### src/rtl/agu_nd.sv
// N-deep nested-loop address generator with valid/ready output, counted or infinite outer loop.
// Define AGU_WRAP_EN to add a wrap_len port that folds the running offset into [0, wrap_len).
module agu_nd #(
    parameter int BWADDR   = 21,
    parameter int BWLENGTH = 8,
    parameter int NLOOPS   = 4
) (
    input  logic                           clk,
    input  logic                           clr,
    input  logic                           start,
    input  logic                           abort,
    input  logic [BWADDR-1:0]              base,
`ifdef AGU_WRAP_EN
    input  logic [BWADDR-1:0]              wrap_len,
`endif
    input  logic [NLOOPS:0][BWADDR-1:0]    j,
    input  logic [NLOOPS:1][BWLENGTH-1:0]  l,
    input  logic [BWLENGTH-1:0]            l0,
    output logic [BWADDR-1:0]              addr,
    output logic                           addr_valid,
    input  logic                           addr_ready,
    output logic                           addr_last,
    output logic [NLOOPS:0]                on_j,
    output logic [NLOOPS-1:0]              z_out,
    output logic                           busy,
    output logic                           done
);

    typedef enum logic {IDLE, RUN} state_t;

    state_t                        state;
    state_t                        state_next;
    logic [NLOOPS:0][BWADDR-1:0]   j_r;
    logic [NLOOPS:1][BWLENGTH-1:0] l_r;
    logic [BWLENGTH-1:0]           l0_r;
    logic [BWLENGTH-1:0]           o;
    logic [BWLENGTH-1:0]           i [1:NLOOPS];
    int                            lvl;
    logic [BWADDR-1:0]             jump;
    logic [BWADDR-1:0]             addr_next;
    logic                          xfer;
    logic                          load;

    assign addr_valid = (state == RUN);
    assign busy       = (state == RUN);
    assign xfer       = addr_valid & addr_ready;
    assign load       = (state == IDLE) & start;

    // The innermost level whose counter has not run out owns the next jump.
    always_comb begin
        lvl = 0;
        for (int k = 1; k <= NLOOPS; k++) begin
            if (i[k] != '0) lvl = k;
        end
    end

    always_comb begin
        jump  = '0;
        on_j  = '0;
        z_out = '0;
        for (int k = 0; k <= NLOOPS; k++) begin
            if (lvl == k) jump = j_r[k];
            on_j[k] = addr_valid && (lvl == k);
        end
        for (int k = 1; k <= NLOOPS; k++) begin
            z_out[k-1] = addr_valid && (i[k] == '0);
        end
        addr_last = addr_valid && (l0_r != '0) && (o == BWLENGTH'(1)) && (lvl == 0);
    end

`ifdef AGU_WRAP_EN
    logic [BWADDR-1:0]        base_r;
    logic [BWADDR-1:0]        wrap_r;
    logic [BWADDR-1:0]        off;
    logic [BWADDR-1:0]        off_next;
    logic signed [BWADDR+1:0] off_sum;

    // Two guard bits keep off + signed jump exact before the single fold.
    always_comb begin
        off_sum  = $signed({2'b00, off}) + $signed({{2{jump[BWADDR-1]}}, jump});
        off_next = off_sum[BWADDR-1:0];
        if (wrap_r != '0) begin
            if (off_sum[BWADDR+1])
                off_next = off_sum[BWADDR-1:0] + wrap_r;
            else if (off_sum >= $signed({2'b00, wrap_r}))
                off_next = off_sum[BWADDR-1:0] - wrap_r;
        end
        addr_next = base_r + off_next;
    end
`else
    assign addr_next = addr + jump;
`endif

    always_comb begin
        state_next = state;
        case (state)
            IDLE: if (start) state_next = RUN;
            RUN:  if (abort || (xfer && addr_last)) state_next = IDLE;
            default: state_next = IDLE;
        endcase
    end

    always_ff @(posedge clk) begin
        if (clr) state <= IDLE;
        else     state <= state_next;
    end

    always_ff @(posedge clk) begin
        if (clr) begin
            addr <= '0;
            done <= 1'b0;
            j_r  <= '0;
            l_r  <= '0;
            l0_r <= '0;
            o    <= '0;
            for (int k = 1; k <= NLOOPS; k++) i[k] <= '0;
`ifdef AGU_WRAP_EN
            base_r <= '0;
            wrap_r <= '0;
            off    <= '0;
`endif
        end else begin
            done <= (state == RUN) && (state_next == IDLE);
            if (load) begin
                addr <= base;
                j_r  <= j;
                l_r  <= l;
                l0_r <= l0;
                o    <= l0;
                for (int k = 1; k <= NLOOPS; k++) i[k] <= l[k];
`ifdef AGU_WRAP_EN
                base_r <= base;
                wrap_r <= wrap_len;
                off    <= '0;
`endif
            end else if (xfer) begin
                addr <= addr_next;
                // Levels inside the jumping one restart; level 0 restarts everything.
                for (int k = 1; k <= NLOOPS; k++) begin
                    if (k > lvl)       i[k] <= l_r[k];
                    else if (k == lvl) i[k] <= i[k] - 1'b1;
                end
                if (lvl == 0 && l0_r != '0) o <= o - 1'b1;
`ifdef AGU_WRAP_EN
                off <= off_next;
`endif
            end
        end
    end

endmodule
### config.mk
export PLATFORM = sky130hd
export DESIGN_NAME = agu_nd
export DESIGN_NICKNAME = d
export VERILOG_FILES = /design/src/rtl/agu_nd.sv
export SDC_FILE = /design/constraint.sdc
export NUM_CORES = 1
export LEC_CHECK = 0
export ABC_AREA = 1
export CORE_MARGIN = 2
export CORE_UTILIZATION = 50
export DETAILED_ROUTE_END_ITERATION = 8
export GPL_ROUTABILITY_DRIVEN = 0
export PLACE_DENSITY_LB_ADDON = 0.25
export REMOVE_ABC_BUFFERS = 1
export SLEW_MARGIN = 20
export SYNTH_ARGS = -nofsm -noshare
export SYNTH_HDL_FRONTEND = slang
export SYNTH_SLANG_ARGS = --single-unit
### constraint.sdc
create_clock -name clk -period 4.35 [get_ports clk]
set_clock_uncertainty 0.2 [all_clocks]
set_input_delay 0.6525 -clock clk [delete_from_list [all_inputs] [get_ports clk]]
set_output_delay 0.6525 -clock clk [all_outputs]
set_load 0.005 [all_outputs]
* Word level (Yosys, flattened, before mapping)
Memory sizes are Yosys's and may differ from the RTL's.
Index checks and enable logic that the tools add are counted.
** Cells by class
- Add/subtract/negate cells :: 6
- Order comparisons :: 4
- Equality and inequality tests :: 9
- Multiplexer cells :: 78
- Bitwise gates (word level) :: 16
- Reductions and logical operators :: 29
** Operator list (count)
- $mux W21 :: 7
- $mux W8 :: 15
- $eq A3 B32 Y1 const A :: 2
- $eq A32 B3 Y1 const B :: 2
- $gt A3 B32 Y1 const A :: 2
- $mux W1 :: 52
- $reduce_bool A8 Y1 :: 5
- $sub A8 B1 Y8 const B :: 5
- $eq A2 B32 Y1 const A :: 1
- $eq A32 B2 Y1 const B :: 1
- $eq A32 B4 Y1 const B :: 1
- $eq A4 B32 Y1 const A :: 1
- $gt A2 B32 Y1 const A :: 1
- $gt A4 B32 Y1 const A :: 1
- $logic_not A32 Y1 :: 1
- $logic_not A8 Y1 :: 4
- $add A21 B21 Y21 :: 1
- $logic_and A1 B1 Y1 :: 15
- $or A1 B1 Y1 :: 12
- $eq A8 B1 Y1 const B :: 1
- $mux W2 :: 2
- $reduce_bool A2 Y1 :: 2
- $mux W3 :: 1
- $and A1 B1 Y1 :: 2
- other kinds (4) :: 5
** Word-level totals
- Register bits :: 176
- Memory bits (writable) :: 32
- Input bits :: 171
- Output and inout port bits :: 34
- Logic and storage cells :: 157
- Memories kept :: 1
** Memories
- i :: words 4, width 8, read ports 4, clocked after memory_dff 0, write ports 4, RTL line 37 : logic [BWLENGTH-1:0] i [1:NLOOPS];

* Depth between registers and ports, before layout
An unclocked memory read counts as a cell.
- Word-level depth :: 15
- Mapped depth :: 25
- Depth with buffers taken out :: 24

* Worst setup path after synthesis
OpenSTA, ideal clock, no wires.
- Kind :: register to register
- From :: register, netlist name i[0][24]
- To :: register addr[16]
- Setup time :: 0.116 ns
- Data arrival time :: 3.327 ns
- Required time :: 4.034 ns
- Setup slack :: 0.707 ns
- Stages on the path, launching flop included :: 25
- Path buffers :: 1
- Period minus slack after synthesis :: 3.643 ns
- Path through :: edfxtp_1 -> inv_1 -> ha_1 -> nand2_2 -> nor2_4 -> nor2_1 -> inv_1 -> buf_2 -> o22ai_1 -> a21oi_1 -> o21ai_0 -> a21oi_1 -> ha_1 -> inv_1 -> fa_1 -> o21ai_0 -> nand3_1 -> nand2_1 -> nand3_1 -> nand2_1 -> nand3_1 -> nand3_1 -> nand2_1 -> o21ai_1 -> nand2_1
** RTL lines
- end signal, assigned :: RTL line 125 : addr <= base;
- end signal, assigned :: RTL line 137 : addr <= addr_next;
- end, declared :: RTL line 19 : output logic [BWADDR-1:0] addr,

==> run_results.csv <==
group,metric,value,unit
layout,final_nets,1616,
timing,final-setup-viol-count,0,
floorplanning,die_area,20900,sq um
timing,transition_time_at_the_pin_with_the_least_slew_margin,0.926,ns
yosys,synth_cell_types,47,
timing,normalized_max_slew_margin,38.2,%
min_path,worstHoldStart,"l_r[5]$_SDFFE_PP0P_",
route,drtIter0Drc,945,
yosys,synth_enable_flop_cells,32,
critical_path,max_stage_delay,0.44,ns
yosys,synthArstFlopShare,0,%
critical_path,critical_path.most_common_cell,"sky130_fd_sc_hd__nand2_1",
clock_tree,clkLatencyLatePin,0.51,ns
layout,final.fill_count,1591,
power,powerDensity,399,nW/um^2
grt,grt_max_degree,131,
placement,buffer_ports.inserted,204,
status,outcome,"completed",
clock_tree,cts_tree,"built",
grt,grt_antenna_before_repair,0,
critical_path,crit_slowest_cell,"sky130_fd_sc_hd__fa_1",
layout,utilization,66.8,%
critical_path,worst_ep_arrival_time,4.22,ns
layout,areaGrowthSynthToFinish,31.4,%
clock_tree,cts.reportedPaths.clkPinSlew,0.06,ns
critical_path,startpoint_type,"flop",
critical_path,critical_path.cell_chain,"inv_1 > ha_1 > nand4_2 > inv_1 > nand2_1 > clkinv_1 > a21oi_1 > ha_2 > inv_1 > fa_1 > o21ai_2 > nand3_1 > nand2_1 > nand3_1 > nand2_1 > nand3_1 > nand3_1 > nand2_1 > o21ai_1 > nand2_1",
grt,grt_util_all_layers,28.2,%
power,irDropWorstVdd,0.000238,V
power,power.total,0.00519,W
layout,sequential_cell_area,4480,sq um
floorplanning,ios,205,
clock_tree,cts_buffers,22,
timing,final.period_utilization,92.4,%
clock_tree,clock_tree_buf_depth,3,
critical_path,cp.required,4.55,ns
route,drc,0,
route,firstDrtPassIters,6,
layout,layout-drive-gt1-share,6.28,%
floorplanning,chipHeight,145,microns
placement,detailed_place_hpwl,21800,microns
clock_tree,clk_root_buffer_cell,"sky130_fd_sc_hd__clkbuf_16",
clock_tree,cts.hold.buffers_added,0,
floorplanning,floorplan.die.width,145,microns
yosys,netlist.top_cell.by_area,"sky130_fd_sc_hd__dfxtp_1",
critical_path,worstSetupPathType,"reg2reg",
yosys,synth.cell_area,9900,sq um
critical_path,critical_path_peak_fanout,8,
timing,final_max_slew_viol_count,0,
route,routed_wirelength,30100,microns
critical_path,setup.worst_path.start,"i[0][8]$_DFFE_PP_",
route,wl_per_cell,17.8,microns
job,maxCapViolCount,0,
route,antenna_violating_nets_post_route,0,
critical_path,worst_setup_path_end_kind,"flop",
clock_tree,numClockSinks,208,
min_path,min_path_type,"reg2reg",
timing,hold_violations,0,
route,routed-via-count,9523,
yosys,main_area_contributors_after_synthesis,"sky130_fd_sc_hd__dfxtp_1 (36%), sky130_fd_sc_hd__edfxtp_1 (9.7%), sky130_fd_sc_hd__nand2_1 (8.8%)",
yosys,post_synthesis_register_bit_count,208,
route,viasPerCell,5.61,
floorplanning,standard_cell_rows,51,
grt,remaining_global_route_overflow,0,
clock_tree,htree_levels,1,
yosys,syn_area_per_cell,8.09,sq um
yosys,synthesis.yosys.warnings,0,
yosys,synth-seq-area-share,45.3,%
floorplanning,initial_core_utilization,50.9,%
grt,first_global_vias,9200,
layout,num_antenna_cells,0,
critical_path,regToRegStartpoint,"i[0][8]$_DFFE_PP_",
floorplanning,floorplan.core_area,19500,sq um
layout,multiInputGateArea,4660,sq um
grt,grt_first_pass_wirelength,46500,microns
yosys,post_synth_inst_count,1223,
yosys,yosys.area.top_type_share,35.6,%
yosys,ys.flop_type,"sky130_fd_sc_hd__dfxtp_1",
power,p_leak,5.31,nW
timing,timing.fmax,249,MHz
timing,final_period_minus_worst_setup_slack,4.02,ns
## path summary, 6_finish.rpt
| path | endpoint | slack [ns] | cells after the start |
|---|---|---|---|
| worst min register to register | l_r[5]$_SDFFE_PP0P_ | 0.25 | 2 |
| worst max register to register | addr[16]$_SDFFE_PP0P_ | 0.33 | 20 |
| worst max-delay path | addr[16]$_SDFFE_PP0P_ | 0.33 | 20 |
| worst min-delay path | l_r[5]$_SDFFE_PP0P_ | 0.25 | 2 |
## worst max-delay path: cells and delay by family (launching register included)
| kind | cells | cell delay, ns |
|---|---|---|
| AOI/OAI and AO/OA | 3 | 0.61 |
| adders and majority gates | 3 | 0.95 |
| buffers and inverters | 4 | 0.51 |
| DFF | 1 | 0.36 |
| and+or+nand+nor | 10 | 1.27 |
## stage by stage
| step | hold WS (ns) | area, sq um | TNS [ns] | setup slack, ns | std cells |
|---|---|---|---|---|---|
| floorplan | 0.219 | 9670 | -484.54 | -2.91 | 1171 |
| global placement | 0.229 | 12200 | 0 | 0.256 | 1656 |
| detailed placement | 0.236 | 12200 | 0 | 0.131 | 1656 |
| CTS | 0.251 | 13000 | 0 | 0.0453 | 1696 |
| global route | 0.277 | 13000 | -0.0344 | -0.0344 | 1698 |
| finish | 0.250 | 13000 | 0 | 0.330 | 1698 |
## report_power, final
group / switching, W / internal [W]
logic: 0.000528 / 0.000442
clock network: 0.000780 / 0.00124
registers: 0.0000970 / 0.00210
total: 0.00141 / 0.00378
## what timing repair did
item / 4_1_cts / 5_1_grt
setup endpoints to repair: 0 / 15
resized for setup: 0 / 8
buffers inserted: 0 / 2
## registers in the layout, indices dropped and copies added (netlist names)
name,cells
addr,21
addr_valid,1
done,1
i,32
j_r,105
l0_r,8
l_r,32
o,8
## per-layer routing
metal	part of all wire, %	wire length, microns	global-route usage (%)	vias up
met4	3.7	1130	10.4	0
met2	45	13700	45.7	411
met3	7.5	2270	4.61	67
li1	-	-	-	4611
met5	0	0	0	-
met1	43	13100	38.1	4434
## cell type report
type / count / area share (%)
inverters: 147 / 4.26
clock inverters: 12 / 1.24
well taps: 265 / 2.55
multi-input cells: 816 / 35.9
repair buffers: 222 / 16.9
clock buffers: 28 / 4.72
flip-flops and latches: 208 / 34.5
## cells in the final DEF (no fill, tap or decap), drive strengths merged, types with 2 or more instances in the layout
| cell | netlist | layout |
|---|---|---|
| clkbuf | 28 | 28 |
| nor4 | 5 | 5 |
| o211ai | 19 | 19 |
| buf | 24 | 18 |
| ha | 27 | 27 |
| a22o | 64 | 64 |
| a31oi | 5 | 5 |
| dfxtp | 176 | 176 |
| xor2 | 18 | 18 |
| inv | 144 | 144 |
| or2 | 2 | 2 |
| a21oi | 70 | 70 |
| o21ai | 124 | 124 |
| nand4 | 14 | 14 |
| xnor2 | 13 | 13 |
| and3 | 2 | 2 |
| nor2 | 93 | 93 |
| clkinv | 3 | 10 |
| nand2 | 238 | 238 |
| o31ai | 5 | 5 |
| o22ai | 18 | 18 |
| nand3 | 39 | 39 |
| nor3 | 12 | 12 |
| o221ai | 36 | 36 |
| edfxtp | 32 | 32 |
| clkdlybuf4s50 | 0 | 204 |
| a21o | 4 | 4 |
| bufinv | 0 | 4 |
## cells in the mapped netlist, types with 2 or more instances
cell and n:
sky130_fd_sc_hd__a22o_1 64, sky130_fd_sc_hd__nor4_1 5, sky130_fd_sc_hd__o21ai_0 116, sky130_fd_sc_hd__clkbuf_1 28, sky130_fd_sc_hd__dfxtp_1 176, sky130_fd_sc_hd__xor2_1 18
sky130_fd_sc_hd__nor3_1 11, sky130_fd_sc_hd__clkinv_1 3, sky130_fd_sc_hd__and3_1 2, sky130_fd_sc_hd__nand3_1 38, sky130_fd_sc_hd__nor2_4 2, sky130_fd_sc_hd__nand2_4 2
sky130_fd_sc_hd__o221ai_1 36, sky130_fd_sc_hd__o22ai_1 18, sky130_fd_sc_hd__o31ai_1 5, sky130_fd_sc_hd__a21oi_1 70, sky130_fd_sc_hd__o211ai_1 19, sky130_fd_sc_hd__inv_1 136
sky130_fd_sc_hd__nand2_2 3, sky130_fd_sc_hd__nor2_2 6, sky130_fd_sc_hd__nand4_1 12, sky130_fd_sc_hd__o21ai_1 8, sky130_fd_sc_hd__ha_1 27, sky130_fd_sc_hd__nand2_1 233
sky130_fd_sc_hd__buf_2 22, sky130_fd_sc_hd__or2_2 2, sky130_fd_sc_hd__nor2_1 84, sky130_fd_sc_hd__inv_2 8, sky130_fd_sc_hd__a31oi_1 5, sky130_fd_sc_hd__xnor2_1 13
sky130_fd_sc_hd__edfxtp_1 32, sky130_fd_sc_hd__a21o_1 4
## kinds of logic after synthesis
group,count (synthesis),share of synthesized area [%]
xor gates and xnor gates,31,2.74
AOI/OAI and AO/OA,350,22.7
DFF,208,45.3
buffers and inverters,199,7.86
adders and majority gates,28,3.62
and+or+nand+nor,407,17.8
No activity file was read; power rests on OpenSTA's default activity.
